$ cat config.mk
export PLATFORM = sky130hd
export DESIGN_NAME = hazard_scoreboard
export DESIGN_NICKNAME = d
export VERILOG_FILES = /design/src/rtl/hazard_scoreboard.sv
export SDC_FILE = /design/constraint.sdc
export NUM_CORES = 1
export LEC_CHECK = 0
export ABC_AREA = 1
export CAP_MARGIN = 20
export CORE_MARGIN = 2
export CORE_UTILIZATION = 40
export CTS_BUF_LIST = sky130_fd_sc_hd__clkbuf_8
export CTS_CLUSTER_DIAMETER = 150
export CTS_CLUSTER_SIZE = 30
export DETAILED_ROUTE_END_ITERATION = 10
export GPL_TIMING_DRIVEN = 0
export PLACE_DENSITY = 0.9
export REMOVE_ABC_BUFFERS = 1
export SLEW_MARGIN = 20
export SYNTH_ARGS = -nofsm -noshare
export SYNTH_HDL_FRONTEND = slang
export SYNTH_SLANG_ARGS = --single-unit
$ cat constraint.sdc
create_clock -name clk -period 1.4 [get_ports clk]
set_input_delay 0.28 -clock clk [delete_from_list [all_inputs] [get_ports clk]]
set_output_delay 0.28 -clock clk [all_outputs]
set_load 0.02 [all_outputs]
$ cat src/rtl/hazard_scoreboard.sv
// -----------------------------------------------------------------------------
// hazard_scoreboard
//
// ID-stage stall detector built around a DEPTH-entry shift scoreboard of
// in-flight register writers. Entry 0 is the instruction in EX, entry 1 is in
// MEM, entry 2 is in WB. Older producers have already reached the write-through
// register file, so they never cause a hazard.
//
// Each scoreboard entry records:
//   vld  : the instruction writes a register
//   dest : destination register index
//   ld   : the result comes from a load
//
// An operand stalls when a matching entry k has not yet aged enough entries
// for that consumer to take the result (k < need). The value of need depends
// on the producer (ALU or load) and on the consumer timing (normal, early in
// ID, or late store data in MEM).
//
// Optional feature (macro STALL_STATS_EN):
//   defined   : saturating stall_cycles and load_use_events counters
//   undefined : no counter flops; both counter ports read 16'h0000
//
// Ports:
//   clk             in   clock, rising edge
//   rst_n           in   asynchronous active-low reset
//   id_valid        in   ID holds a real instruction
//   id_rs/_vld      in   source register 1 and its read enable
//   id_rt/_vld      in   source register 2 and its read enable
//   id_rt_late      in   rt is consumed in MEM (store data)
//   id_early        in   operands are needed in ID (branch, JR/JALR)
//   id_wr_en        in   instruction writes a register
//   id_dest         in   destination register
//   id_is_load      in   destination is written by a load
//   mem_busy        in   memory wait; the whole pipeline freezes
//   flush           in   squash the youngest FLUSH_STAGES entries
//   stall           out  hold PC and IF/ID
//   ex_bubble       out  insert a NOP into ID/EX
//   pending         out  bit r set while a valid entry targets register r
//   stall_cycles    out  saturating count of stalled cycles
//   load_use_events out  saturating count of load-use stall episodes
// -----------------------------------------------------------------------------
module hazard_scoreboard #(
    parameter int REG_W        = 3,
    parameter int DEPTH        = 3,
    parameter int ALU_LAT      = 0,
    parameter int LD_LAT       = 1,
    parameter int EARLY_EXTRA  = 1,
    parameter int FLUSH_STAGES = 1
) (
    input  logic                    clk,
    input  logic                    rst_n,
    input  logic                    id_valid,
    input  logic [REG_W-1:0]        id_rs,
    input  logic                    id_rs_vld,
    input  logic [REG_W-1:0]        id_rt,
    input  logic                    id_rt_vld,
    input  logic                    id_rt_late,
    input  logic                    id_early,
    input  logic                    id_wr_en,
    input  logic [REG_W-1:0]        id_dest,
    input  logic                    id_is_load,
    input  logic                    mem_busy,
    input  logic                    flush,
    output logic                    stall,
    output logic                    ex_bubble,
    output logic [(2**REG_W)-1:0]   pending,
    output logic [15:0]             stall_cycles,
    output logic [15:0]             load_use_events
);

    localparam int NUM_REGS = 2 ** REG_W;

    // Number of entries actually cleared by a flush (cannot exceed DEPTH).
    localparam int FLUSH_N = (FLUSH_STAGES < DEPTH) ? FLUSH_STAGES : DEPTH;

    // -------------------------------------------------------------------------
    // Scoreboard state
    // -------------------------------------------------------------------------
    logic [DEPTH-1:0] vld_reg;
    logic [DEPTH-1:0] ld_reg;
    logic [REG_W-1:0] dest_reg [DEPTH];

    logic [DEPTH-1:0] vld_next;
    logic [DEPTH-1:0] ld_next;
    logic [REG_W-1:0] dest_next [DEPTH];

    // Per-entry hazard flags for each operand.
    logic [DEPTH-1:0] hz_rs;
    logic [DEPTH-1:0] hz_rt;

    logic raw_stall;
    logic issue;

    // -------------------------------------------------------------------------
    // Per-entry readiness check
    //
    // The latency is taken from the entry that matches, so a load and an ALU
    // op targeting the same register in different entries are judged
    // independently and the results are ORed (older matches are never
    // masked by younger ones).
    // -------------------------------------------------------------------------
    generate
        for (genvar gi = 0; gi < DEPTH; gi++) begin : g_entry
            logic [31:0] base_lat;
            logic [31:0] need_rs;
            logic [31:0] need_rt;

            assign base_lat = ld_reg[gi] ? 32'(LD_LAT) : 32'(ALU_LAT);

            assign need_rs = base_lat + (id_early ? 32'(EARLY_EXTRA) : 32'd0);

            // Store data is consumed one stage later, so it needs one entry
            // less; early resolution does not apply to it.
            assign need_rt = id_rt_late
                           ? ((base_lat == 32'd0) ? 32'd0 : base_lat - 32'd1)
                           : need_rs;

            assign hz_rs[gi] = vld_reg[gi] & id_rs_vld
                             & (dest_reg[gi] == id_rs)
                             & (32'(gi) < need_rs);

            assign hz_rt[gi] = vld_reg[gi] & id_rt_vld
                             & (dest_reg[gi] == id_rt)
                             & (32'(gi) < need_rt);
        end
    endgenerate

    // -------------------------------------------------------------------------
    // Stall / bubble / issue
    // -------------------------------------------------------------------------
    assign raw_stall = id_valid & (|(hz_rs | hz_rt));

    // A memory wait freezes everything, including ID/EX, so no bubble is
    // inserted while it lasts.
    assign stall     = raw_stall | mem_busy;
    assign ex_bubble = raw_stall & ~mem_busy;
    assign issue     = id_valid & ~stall & ~flush;

    // -------------------------------------------------------------------------
    // Pending-register vector
    // -------------------------------------------------------------------------
    always_comb begin
        pending = '0;
        for (int k = 0; k < DEPTH; k++) begin
            if (vld_reg[k]) begin
                pending[dest_reg[k]] = 1'b1;
            end
        end
    end

    // -------------------------------------------------------------------------
    // Next-state: shift (or hold on mem_busy), then apply flush on top
    // -------------------------------------------------------------------------
    always_comb begin
        vld_next  = vld_reg;
        ld_next   = ld_reg;
        dest_next = dest_reg;

        if (!mem_busy) begin
            for (int k = DEPTH - 1; k > 0; k--) begin
                vld_next[k]  = vld_reg[k-1];
                ld_next[k]   = ld_reg[k-1];
                dest_next[k] = dest_reg[k-1];
            end
            // Non-writers and bubbles both enter as invalid entries.
            vld_next[0]  = issue & id_wr_en;
            ld_next[0]   = id_is_load;
            dest_next[0] = id_dest;
        end

        // Flush squashes after the shift/hold, so with a frozen pipeline it
        // removes the instruction that is sitting in EX.
        if (flush) begin
            for (int k = 0; k < FLUSH_N; k++) begin
                vld_next[k] = 1'b0;
            end
        end
    end

    always_ff @(posedge clk or negedge rst_n) begin
        if (!rst_n) begin
            vld_reg <= '0;
            ld_reg  <= '0;
            for (int k = 0; k < DEPTH; k++) begin
                dest_reg[k] <= '0;
            end
        end else begin
            vld_reg <= vld_next;
            ld_reg  <= ld_next;
            for (int k = 0; k < DEPTH; k++) begin
                dest_reg[k] <= dest_next[k];
            end
        end
    end

    // -------------------------------------------------------------------------
    // Optional statistics
    // -------------------------------------------------------------------------
`ifdef STALL_STATS_EN
    logic        raw_prev_reg;
    logic [15:0] stall_cycles_reg;
    logic [15:0] load_use_reg;
    logic        ld_hazard;

    // A load-use episode is one whose stall is caused by a load entry.
    assign ld_hazard = |((hz_rs | hz_rt) & ld_reg);

    always_ff @(posedge clk or negedge rst_n) begin
        if (!rst_n) begin
            raw_prev_reg     <= 1'b0;
            stall_cycles_reg <= 16'h0000;
            load_use_reg     <= 16'h0000;
        end else begin
            raw_prev_reg <= raw_stall;
            if (stall && (stall_cycles_reg != 16'hFFFF)) begin
                stall_cycles_reg <= stall_cycles_reg + 16'd1;
            end
            // Count only the first cycle of a stall episode.
            if (raw_stall && !raw_prev_reg && ld_hazard
                && (load_use_reg != 16'hFFFF)) begin
                load_use_reg <= load_use_reg + 16'd1;
            end
        end
    end

    assign stall_cycles    = stall_cycles_reg;
    assign load_use_events = load_use_reg;
`else
    assign stall_cycles    = 16'h0000;
    assign load_use_events = 16'h0000;
`endif

endmodule

* After elaboration in Yosys (flattened, before gate mapping)
Index checks and enable logic that the tools add are counted.
** Word-level totals
- Output and inout port bits :: 42
- Bits of input ports :: 20
- Bits in registers :: 15
- Word-level logic and storage cells :: 89
** Operators by class
- Bitwise gates (word level) :: 30
- Eq/ne operators :: 7
- Magnitude comparators :: 12
- Reductions and logical operators :: 7
- Add/subtract/negate cells :: 6
- Muxes and demuxes :: 21
** Operators with widths (number)
- 32-bit 2-to-1 mux :: 6
- 1-bit by 32-bit less-than comparator with 1-bit output (first input constant) :: 4
- 32-bit zero test :: 3
- 1-bit by 32-bit adder with 32-bit output :: 2
- 2-bit by 32-bit less-than comparator with 1-bit output (first input constant) :: 1
- 8-bit 2-to-1 mux :: 3
- 1-bit bitwise AND :: 23
- 3-bit == test :: 6
- 8-bit bitwise OR :: 2
- 3-bit by 4-bit less-than comparator with 1-bit output (second input constant) :: 3
- 1-bit demux with 3-bit select :: 3
- 3-bit by 1-bit >= comparator with 1-bit output (second input constant) :: 3
- 1-bit 2-to-1 mux :: 9
- 1-bit by 1-bit subtractor with 2-bit output (second input constant) :: 3
- 1-bit logical AND :: 3
- 1-bit NOT :: 3
- 3-bit bitwise OR :: 1
- 3-bit OR reduction :: 1
- 1-bit by 1-bit adder with 2-bit output :: 1
- 2-bit less-than comparator (first input constant) :: 1
- 2-bit by 1-bit != test with 1-bit output (second input constant) :: 1
- 1-bit bitwise OR :: 1

* Depth between registers and ports, before layout
- Depth in word-level cells :: 16
- Mapped depth :: 13

* Least setup slack after synthesis
OpenSTA, ideal clock, no wires.
- Path type :: register -> output
- From :: register ld_reg[0]
- To :: output ex_bubble
- Setup slack :: -0.239 ns
- Arrival :: 1.359 ns
- Path buffers :: 0
- Data required time :: 1.120 ns
- Stages on the path, launching flop included :: 13
- Path through :: dfrtp_1 inv_1 ha_1 inv_1 nand2_1 nand3_1 nor2_1 nand2_1 nand2_1 inv_1 nand3_2 nand2_2 nor2_1
** On the way
- Word-level cells in the longest chain between the ends :: 10
- Elaborated cells between the ends (all ways) :: 14
- Those cells by class :: 2 x add/sub; 2 x order compare; 3 x mux; 5 x bitwise; 2 x reduce/logical
** Ends and longest elaborated chain
- start, declared :: line 80 : logic [DEPTH-1:0] ld_reg;
- start signal, assigned :: line 189 : ld_reg <= ld_next;
- 1-bit 2-to-1 mux (*) :: line 108 : assign base_lat = ld_reg[gi] ? 32'(LD_LAT) : 32'(ALU_LAT);
- parallel branches: the longest is 5 deep, another holds 1-bit by 32-bit adder with 32-bit output
- 3-bit bitwise OR (*) :: line 131 : assign raw_stall = id_valid & (|(hz_rs | hz_rt));
- 3-bit OR reduction (*) :: line 131
- 1-bit bitwise AND (*) :: line 131
- 1-bit bitwise AND (*) :: line 136 : assign ex_bubble = raw_stall & ~mem_busy;
- end, declared :: line 65 : output logic ex_bubble,
Mark *: on every way between the ends.

* Final worst setup path
- From :: register dest_reg[3] (netlist bit)
- To :: output ex_bubble
** On the way
- Word-level cells in the longest chain between the ends :: 7
- Elaborated cells between the ends (all ways) :: 10
- Those cells by class :: 2 x eq/ne; 7 x bitwise; 1 x reduce/logical
** Ends and longest elaborated chain
- start, declared :: line 81 : logic [REG_W-1:0] dest_reg [DEPTH];
- start signal, assigned by index :: line 191 : dest_reg[k] <= dest_next[k];
- 3-bit == test, on equally long branches :: line 119, 123
- 1-bit bitwise AND, on equally long branches :: line 119, 123
- 1-bit bitwise AND, on equally long branches :: line 120, 124
- 3-bit bitwise OR (*) :: line 131
- 3-bit OR reduction (*) :: line 131
- 1-bit bitwise AND (*) :: line 131
- 1-bit bitwise AND (*) :: line 136
Mark *: on every way between the ends. The rest lies on a longest branch, timed or not.

==> key figures <==
Run status
  • Outcome: complete, but fails checks
  • Failing checks: setup timing

Drt
  • Routed WL: 4.70 mm
  • Vias: 1,707
  • Vias per inst: 5.20
  • DRC violations left: 0
  • Initial DRC Count: 109
  • Drt pass-1 iters: 5
  • Post-DRT Antenna Nets: 0
  • Wirelength per Cell: 14.3 microns

Placed design
  • Port buffer count: 29
  • Final HPWL from detailed placement: 2.66 mm
  • Placement Cell Area: 1670 sq um
  • Placer congestion estimate: 0.912
  • Cell count after placement: 309

Yosys
  • Mapped Area: 1490 sq um
  • Synthesis Warnings: 0
  • Seq cells post-synth: 15
  • Mapped Avg Cell Area: 6.22 sq um
  • Sequential area share after synthesis: 25.3%
  • Synth top area cells: dfrtp_1 (25%), nand2_1 (22%), buf_4 (17%)
  • Top cell type's share of synthesized area: 25.3%
  • Largest area contributor in the netlist: dfrtp_1
  • Post-Synthesis Cells: 239
  • Synth cell types: 22

Worst setup path
  • Required time worst endpoint: 1.12 ns
  • CP Capture Type: output port
  • Kind of start point of the critical path: flip-flop
  • Critical path type: flip-flop to output port
  • Crit Path Max Fanout: 8
  • Data arrival time of the worst path: 1.74 ns
  • Setup crit start: dest_reg[3]$_DFFE_PN0N_
  • R2r startpoint: dest_reg[3]$_DFFE_PN0N_

STA
  • Hold Slack: 0.448 ns
  • Slew at the pin closest to its max-slew limit: 0.715 ns
  • Clock Skews: 0.0118 ns
  • Slew Limit Fails: 0
  • Fmax: 496 MHz
  • Final Hold Violating Endpoints: 0
  • Final Cycle Share: 144%
  • Slew headroom: 52.2%
  • Setup ws final: -0.618 ns
  • Fin crit period: 2.02 ns
  • Final Setup Violations: 11
  • RSZ-0062 raised after global routing: yes

Clock tree
  • Latest clock arrival within the worst-skew pair: 0.26 ns
  • H-Tree Depth: 1
  • Total CTS buffers: 3
  • CTS tree: done
  • Clock Sink Count: 15
  • Clock Pin Slew Worst Setup and Hold Paths: 0.07 ns
  • Hold buffer count at CTS: 0
  • CTS root buf: clkbuf_8
  • Clk buf depth: 2

GRT
  • Total grt overflow: 0
  • Total Routing Usage GR: 19.8%
  • Largest net degree at the start of global routing: 23
  • Vias in the first global route: 1,476
  • First-pass GRT wire length: 6.54 mm
  • Initial antenna violation count: 0

Power
  • Worst vdd ir: 615 uV
  • Leak: 1.06 nW
  • Pwr/cell area: 751 nW/um^2
  • Total power: 1.51 mW

Finish
  • Final instance area: 2010 sq um
  • Layout cells sized above 1: 28.2%
  • Final Util: 55.6%
  • N_diodes: 0
  • Fin cells: 328
  • Number of flip-flops under the largest register name: 9
  • Layout Nets: 304
  • Area Growth Syn to Fin: 34.9%

Min path
  • Hold Crit Class: primary input to asynchronous set/reset pin

Die
  • Core box area: 3610 sq um
  • Die Span X: 65.0 microns
  • # IOs: 62
  • Die height: 65.0 microns
  • Starting Density: 41.2%
  • Full die area: 4220 sq um
  • Site row count: 22

Run
  • Max Cap Viol: 0
-- critical path, stage by stage, from the launching register on --
cell and delay, ns:
dfrtp_2 0.51, inv_4 0.12, nand2_1 0.10, nand2_1 0.07, nor2_1 0.11, nand2_1 0.07, nand2_1 0.07, nand2_1 0.06
nand3_2 0.08, nand2_2 0.07, nor2_2 0.10, buf_6 0.13
-- cell families (layout without fill, tap and decap cells) --
kind of cell	Yosys count	count (layout)	synth area share, %
other	1	32	0.252
AOI/OAI and AO/OA	26	26	10.9
DFF	15	15	25.3
buffers and inverters	70	80	27.1
and+or+nand+nor	123	123	33.4
adders and majority gates	3	3	2.53
xor gates and xnor gates	1	1	0.589
-- layout make-up --
class	count	area, sq um
Fill cell	323	1600
Multi-Input combinational cell	185	968
Timing Repair Buffer	44	415
Sequential cell	15	389
Inverter	32	128
Tap cell	48	60.1
Clock buffer	3	41.3
Clock inverter	1	3.75
-- timing repair --
| action | 4_1_cts | 5_1_grt |
|---|---|---|
| setup endpoints to repair | 16 | 16 |
| pin swaps | 5 | 9 |
| buffers inserted | 9 | 8 |
| resized for setup | 105 | 29 |
-- synth_stat cells --
cell type	instances
nand2_2	2
nand4_1	1
a31oi_1	1
clkbuf_1	1
o21ai_0	15
inv_2	1
clkbuf_8	1
o221ai_1	7
buf_4	34
and3_1	1
dfrtp_1	15
nand3_1	10
a21oi_1	2
xor2_1	1
ha_1	3
nand2_1	86
conb_1	1
inv_1	31
buf_2	2
o41ai_1	1
nor2_1	21
nand3_2	2
-- final timing paths --
check | endpoint | slack [ns] | cells past startpoint
worst max-delay path | ex_bubble | -0.62 | 11
min in group clk | ld_reg[2]$_DFFE_PN0N_ | 0.49 | 2
worst min register to register | ld_reg[2]$_DFFE_PN0N_ | 0.49 | 2
worst min-delay path | dest_reg[0]$_DFFE_PN0N_ | 0.45 | 1
max in group asynchronous | dest_reg[5]$_DFFE_PN0N_ | 0.44 | 1
worst max register to register | vld_reg[0]$_DFFE_PN0P_ | -0.20 | 12
-- layer usage --
layer | track usage, % | share of wire [%] | vias up
met5 | 0 | 0 | -
met4 | 10.9 | 4.1 | 0
met3 | 3.13 | 11 | 32
met2 | 33.4 | 48 | 140
met1 | 23.9 | 37 | 775
li1 | - | - | 760
-- stage by stage --
step	setup WS, ns	TNS [ns]
final	-0.618	-3.57
after detailed placement	-1.26	-9.88
after global routing	-0.720	-4.08
after floorplan	-0.239	-0.489
after CTS	-0.563	-2.41
after global placement	-1.22	-9.30
-- layout by cell type, fill, tap and decap left out, types with 5 or more instances in the layout --
master           netlist  layout
conb_1                 1      32
buf_4                 34      13
buf_6                  0      11
clkdlybuf4s50_1        0      12
nor2_1                21      15
nand3_1               10       7
inv_2                  1      10
o21ai_0               15      15
dfrtp_2                0      11
nand2_1               86      82
o221ai_2               0       7
nand2_2                2       5
inv_1                 31      20
-- power breakdown --
part	total (mW)	internal (mW)	leakage [nW]	switching (mW)
Clock	0.359	0.195	0.0269	0.165
Sequential	0.573	0.482	0.175	0.0910
Combinational	0.573	0.209	0.855	0.364
Total	1.51	0.886	1.06	0.620
Note: power is estimated with default switching activity, not from simulation.
